## src/rtl/clock_div.sv

```systemverilog
// Parameterised clock divider: produces a 50% duty clock at
// INPUT_CLOCK_FLUENCY / (2*HALF), driven straight from a flop so the
// output can never glitch.
module clock_div #(
   parameter int unsigned INPUT_CLOCK_FLUENCY  = 100_000_000,
   parameter int unsigned OUTPUT_CLOCK_FLUENCY = 1_000_000
) (
   input  logic clk,
   input  logic rst,
   output logic clk_div
);

   // Input cycles per output half-period, truncated. A requested output
   // faster than half the input clock truncates to 0, which is clamped to 1
   // so the divider degrades to a toggle on every input edge.
   localparam int unsigned HALF_RAW = INPUT_CLOCK_FLUENCY / (2 * OUTPUT_CLOCK_FLUENCY);
   localparam int unsigned HALF     = (HALF_RAW == 0) ? 1 : HALF_RAW;

   // Counter only needs to reach HALF-1; keep at least one bit so the
   // declaration stays legal when HALF is 1.
   localparam int unsigned CNT_W = (HALF > 1) ? $clog2(HALF) : 1;
   localparam logic [CNT_W-1:0] LAST = CNT_W'(HALF - 1);

   logic [CNT_W-1:0] count;

   // Count input edges through one half-period, then wrap and flip the output.
   always_ff @(posedge clk) begin
      if (rst) begin
         count   <= '0;
         clk_div <= 1'b0;
      end else if (count == LAST) begin
         count   <= '0;
         clk_div <= ~clk_div;
      end else begin
         count   <= count + CNT_W'(1);
      end
   end

endmodule

```

## config.mk

```make
export PLATFORM = sky130hd
export DESIGN_NAME = clock_div
export DESIGN_NICKNAME = d
export VERILOG_FILES = /design/src/rtl/clock_div.sv
export SDC_FILE = /design/constraint.sdc
export NUM_CORES = 1
export LEC_CHECK = 0
export BUFFER_PORTS_ARGS = -buffer_cell sky130_fd_sc_hd__buf_4
export CORE_AREA = 2 2 39 41
export CTS_CLUSTER_DIAMETER = 30
export DETAILED_ROUTE_END_ITERATION = 7
export DIE_AREA = 0 0 41 43
export HOLD_SLACK_MARGIN = 0.1
export PLACE_DENSITY = 0.37
export SLEW_MARGIN = 5
export SYNTH_ARGS = -nofsm -noshare
export SYNTH_HDL_FRONTEND = slang
export SYNTH_SLANG_ARGS = --single-unit
```

## constraint.sdc

```tcl
create_clock -name clk -period 1.4 [get_ports clk]
set_input_delay 0.28 -clock clk [delete_from_list [all_inputs] [get_ports clk]]
set_output_delay 0.28 -clock clk [all_outputs]
set_load 0.005 [all_outputs]
```

==> results of run 1 <==
-- cell usage after synthesis (all sizes together) --
| library cell | instances |
|---|---|
| dfxtp | 7 |
| nor2 | 5 |
| a21oi | 2 |
| ha | 2 |
| nand3 | 2 |
| o21ai | 2 |
| or3 | 2 |
| xor2 | 2 |
| inv | 1 |
| nand2 | 1 |
| nand4b | 1 |
| o21bai | 1 |
| xnor2 | 1 |
-- path summary, 6_finish.rpt --
check | from | to | slack (ns)
worst max-delay path | count[0] | clk_div | 0.18
worst min-delay path | rst | clk_div | 0.19
worst max register to register | count[0] | clk_div | 0.18
worst min register to register | count[0] | count[0] | 0.48
-- cells by family (layout without fill, tap and decap cells) --
kind of cell             after synthesis  in the layout
XOR/XNOR                               3              3
AO/OA/AOI/OAI                          5              5
adder cells (fa/ha/maj)                2              2
flip-flops                             7              7
AND/OR/NAND/NOR                       11             11
buffers and inverters                  1              8
-- power groups by stage --
| stage | registers [mW] | logic (mW) | clock network [mW] |
|---|---|---|---|
| final | 0.215 | 0.0248 | 0.177 |
| after global routing | 0.216 | 0.0280 | 0.204 |
| after CTS | 0.215 | 0.0252 | 0.194 |
| after detailed placement | 0.219 | 0.0251 | 0 |
| after global placement | 0.219 | 0.0244 | 0 |
| after floorplan | 0.218 | 0.0178 | 0 |
-- area by class of cell --
type	instances	area (um^2)	area share
clock buffer	4	26.28	0.07119
sequential	7	140.1	0.3797
tap	16	20.02	0.05424
multi-input combinational	21	156.4	0.4237
timing repair buffer	3	22.52	0.06102
inverter	1	3.754	0.01017
-- stage by stage --
| stage | total power, mW | cells |
|---|---|---|
| 2_1_floorplan | 0.2355 | 29 |
| 3_3_place_gp | 0.2431 | 48 |
| 3_5_place_dp | 0.2444 | 48 |
| 4_1_cts | 0.4339 | 52 |
| 5_1_grt | 0.4483 | 52 |
| 6_report | 0.4173 | 52 |
-- registers in the layout, indices dropped and copies added, names as in the netlist --
signal and cells:
clk_div 1, count 6
-- critical path, stage by stage, from the launching register on --
cell      delay (ns)
dfxtp_1         0.39
ha_1            0.22
nand4b_4        0.10
or3_1           0.31
a21oi_1         0.14
-- routing by layer --
metal  vias up  GRT usage
met5         -          0
met4         0    0.06000
met1        98    0.09416
met2         1    0.09063
met3         0    0.04712
li1        112          -
==> impl_metrics.csv, run 1 <==
group,metric,value,unit
outcome,status,"completed",
hold_path,worst_hold_path_type,"in -> reg",
detailed_routing,drcViolationCount,0,
clock_tree,clkLatencyLatePin,0.25,ns
detailed_routing,wl_per_cell,8.923,um
power,combinationalPowerShare,0.059,
sta,setup_viol,0,
power,p_sw,0.08822,mW
sta,worst_pin_slew,0.2023,ns
sta,finClkSkew,0.004558,ns
clock_tree,cts.repair.resized,0,
placed_design,dpl_cell_area,342.8,um^2
critical_path,criticalPathCategory,"reg -> reg",
detailed_routing,vias,211,
clock_tree,path_clk_slew,0.05,ns
detailed_routing,ant_nets,0,
critical_path,worstRegToRegCells,4,
logic_synthesis,synth.avg_cell_area,10.35,um^2
clock_tree,cts_buffers,3,
flow_run,maxCapViolations,0,
power,irDropWorstVdd,0.3811,mV
power,p_seq_frac,0.515,
sta,finalCritPeriodShare,0.8721,
clock_tree,cts_root_buf,"clkbuf_4",
detailed_routing,post_drt_via_cell_ratio,4.058,
detailed_routing,drt_wl_total,464,um
critical_path,end_kind,"flip-flop",
logic_synthesis,ys_seq_area_frac,0.4667,
sta,rsz0062_at_grt,"false",
sta,fmax,0.8190,GHz
cells_and_area,antenna_cells,0,
critical_path,arrival,1.40,ns
placed_design,portBuffers,2,
logic_synthesis,synthTopCellsByArea,"dfxtp_1 (47%), ha_1 (8.3%), nand4b_4 (7.9%)",
critical_path,start_kind,"flip-flop",
cells_and_area,nets,41,
grt,grt_first_pass_wirelength,828,um
detailed_routing,wl_met1,211,um
detailed_routing,dr_wl_met3,15,um
sta,tns,0,ns
placed_design,gp_congestion,0.6792,
cells_and_area,layout_commonest_cell,"dfxtp_1",
power,leakage,0.1764,nW
clock_tree,htree_levels,1,
grt,grt_pass1_vias,208,
clock_tree,cts_buffer_depth,2,
cells_and_area,drive_above_1_share,0.2500,
sta,maxSlewViolCount,0,
clock_tree,cts_tree,"yes",
logic_synthesis,synth_top_area_share,0.4667,
hold_path,hold-path-cell-count,2,
sta,layout_setup_ws,0.1790,ns
die,rows,14,
die,io_pins,3,
detailed_routing,firstDrtPassIters,3,
logic_synthesis,synth_fa_ha_area_frac,0.08333,
logic_synthesis,ys_seq_elements,7,
placed_design,place_ws,0.1795,ns
logic_synthesis,ys_types,15,
logic_synthesis,synth_top_family_by_area,"simple AND/OR/NAND/NOR gates",
logic_synthesis,synth_area,300.3,um^2
detailed_routing,drt_iter0_markers,4,
cells_and_area,area_delta_synth_final,22.92,%
cells_and_area,final_util,0.2667,
sta,hold_ws,0.1880,ns
logic_synthesis,synth_top_area_cell,"dfxtp_1",
cells_and_area,final_area,369.1,um^2
die,fp.dieArea,1763,um^2
detailed_routing,top_layer,"met3",
sta,fin_crit,1.221,ns
logic_synthesis,synth_xor_area_frac,0.08750,
power,swShare,0.2114,
die,coreArea,1384,um^2
logic_synthesis,muxShareOfSynthArea,0,
clock_tree,cts.sinks,7,
die,start_util,0.2170,
power,power_density,1131,nW/um^2
grt,grt.total_usage,0.07654,
logic_synthesis,syn_inst,29,
critical_path,crit_fanout,4,
critical_path,required,1.58,ns
grt,antenna_found_initial,0,
power,internal_power,0.3291,mW
logic_synthesis,yosysWarnings,0,
cells_and_area,fillCellCount,159,
die,die_h,43,um
cells_and_area,final_cell_mix,"dfxtp_1 (7), nor2_1 (5), clkbuf_4 (3), buf_4 (3)",
sta,maxSlewHeadroom,0.8637,
logic_synthesis,synth-simple-area-share,0.2458,
power,p_clk_frac,0.425,
logic_synthesis,synth_nets,33,
sta,hold_viol,0,
clock_tree,post_cts_buffers,0,
grt,overflow,0,
clock_tree,ctsHoldBuffers,0,
detailed_routing,dr_wl_met2,237,um
grt,grt_max_degree,7,
die,die_w,41,um
logic_synthesis,synth-compound-area-share,0.1042,
(Power assumes the default switching activity.)
==> inputs of run 2 (changes only) <==
==> constraint.sdc (replaced) <==
create_clock -name clk -period 1.4 [get_ports clk]
set_input_delay 0.07 -clock clk [delete_from_list [all_inputs] [get_ports clk]]
set_output_delay 0.07 -clock clk [all_outputs]
set_load 0.005 [all_outputs]
==> impl_metrics.csv, run 2 (synthesis gave the netlist of run 1 again) <==
group,metric,value,unit
outcome,status,"completed",
clock_tree,cts.repair.resized,0,
grt,grt.total_usage,0.07654,
clock_tree,clkLatencyLatePin,0.25,ns
placed_design,dpl_cell_area,342.8,um^2
power,combinationalPowerShare,0.064,
detailed_routing,vias,215,
grt,grt_first_pass_wirelength,828,um
clock_tree,ctsHoldBuffers,1,
power,p_clk_frac,0.423,
critical_path,path_buf_inv,0,
cells_and_area,final_cell_mix,"dfxtp_1 (7), nor2_1 (5), clkbuf_4 (3), buf_4 (3)",
clock_tree,cts_buffers,3,
detailed_routing,drt_wl_total,466,um
sta,setup_viol,0,
die,die_w,41,um
die,fp.dieArea,1763,um^2
grt,grt_max_degree,7,
die,rows,14,
detailed_routing,post_drt_via_cell_ratio,4.057,
sta,finalCritPeriodShare,0.8720,
placed_design,portBuffers,2,
die,io_pins,3,
critical_path,arrival,1.40,ns
cells_and_area,final_area,379.1,um^2
sta,fin_crit,1.221,ns
sta,maxSlewHeadroom,0.8637,
power,internal_power,0.3309,mW
detailed_routing,ant_nets,0,
sta,tns,0,ns
critical_path,critPathMaxStageDelay,0.39,ns
clock_tree,cts_root_buf,"clkbuf_4",
critical_path,required,1.58,ns
cells_and_area,drive_above_1_share,0.2432,
critical_path,crit_chain,"ha_1 -> nand4b_4 -> or3_1 -> a21oi_1",
clock_tree,htree_levels,1,
power,power_density,1107,nW/um^2
power,leakage,0.1806,nW
power,irDropWorstVdd,0.3849,mV
die,die_h,43,um
grt,antenna_found_initial,0,
hold_path,worst_hold_path_type,"reg -> reg",
sta,worst_pin_slew,0.2023,ns
critical_path,crit_fanout,4,
grt,grt_pass1_vias,208,
cells_and_area,top_regs,"count: 6 flops, clk_div: 1 flops",
cells_and_area,area_delta_synth_final,26.25,%
power,finalPower,0.4196,mW
detailed_routing,drt_iter0_markers,4,
power,p_seq_frac,0.513,
sta,hold_viol,0,
placed_design,place_inst,48,
sta,fmax,0.8191,GHz
detailed_routing,wl_per_cell,8.792,um
clock_tree,path_clk_slew,0.05,ns
placed_design,gp_congestion,0.6792,
clock_tree,cts_tree,"yes",
die,coreArea,1384,um^2
detailed_routing,firstDrtPassIters,3,
cells_and_area,antenna_cells,0,
power,p_sw,0.08863,mW
cells_and_area,fillCellCount,160,
sta,rsz0062_at_grt,"false",
critical_path,start_kind,"flip-flop",
critical_path,slowest_stage,"dfxtp_1",
clock_tree,post_cts_buffers,0,
cells_and_area,regMostFlops,"count",
detailed_routing,drcViolationCount,0,
die,start_util,0.2170,
cells_and_area,stdcell_count,53,
sta,maxSlewViolCount,0,
power,swShare,0.2112,
cells_and_area,nets,42,
flow_run,maxCapViolations,0,
clock_tree,cts.sinks,7,
grt,overflow,0,
clock_tree,cts_buffer_depth,2,
critical_path,critical-path-top-delay-family,"simple AND/OR/NAND/NOR gates",
critical_path,end_kind,"flip-flop",
critical_path,criticalPathCategory,"reg -> reg",
cells_and_area,layout_commonest_cell,"dfxtp_1",
sta,finClkSkew,0.004558,ns
cells_and_area,largest_register_ffs,6,
## run 2: cell types whose count changed in the layout (fill, tap and decap cells not counted), sizes merged
cell / before / now
dlygate4sd3: 0 / 1
## run 2: final timing paths
| path | depth (start not counted) | end | slack (ns) | start |
|---|---|---|---|---|
| setup / recovery | 4 | clk_div | 0.18 | count[0] |
| hold / removal | 1 | count[0] | 0.48 | count[0] |
| setup reg to reg | 4 | clk_div | 0.18 | count[0] |
| hold reg to reg | 1 | count[0] | 0.48 | count[0] |
## run 2: layout make-up
type | instances | area, um^2 | share of cell area
clock buffer | 4 | 26.28 | 0.06931
tap | 16 | 20.02 | 0.05281
multi-input combinational | 21 | 156.4 | 0.4125
inverter | 1 | 3.754 | 0.009901
sequential | 7 | 140.1 | 0.3696
timing repair buffer | 4 | 32.53 | 0.08581
## run 2: metrics by stage
stage                     hold WS (ns)  utilization  worst slack, ns
after floorplan                 0.1391            -           0.2202
after global placement          0.2302       0.2477           0.2152
after detailed placement        0.2390       0.2477           0.1795
after CTS                       0.4872       0.2740           0.1671
after global routing            0.5149       0.2740          0.06367
final                           0.4775       0.2740           0.1792
## run 2: worst reg2reg max path, delay by kind of cell, from the launching register on
family	cells	cell delay, ns
adder cells (fa/ha/maj)	1	0.22
AO/OA/AOI/OAI	1	0.14
flip-flops	1	0.39
AND/OR/NAND/NOR	2	0.41
## run 2: power groups by stage
stage / logic [mW] / clock network (mW) / registers (mW)
6_report: 0.0270 / 0.177 / 0.215
5_1_grt: 0.0303 / 0.204 / 0.216
4_1_cts: 0.0275 / 0.194 / 0.215
3_5_place_dp: 0.0251 / 0 / 0.219
3_3_place_gp: 0.0244 / 0 / 0.219
2_1_floorplan: 0.0178 / 0 / 0.218
## run 2: metal layers
layer | global-route usage | wire [um] | up-vias | part of all wire
li1 | - | - | 114 | -
met1 | 0.09416 | 214 | 100 | 0.46
met2 | 0.09063 | 236 | 1 | 0.51
met3 | 0.04712 | 15 | 0 | 0.032
met4 | 0.06000 | 0 | 0 | 0
met5 | 0 | 0 | - | 0
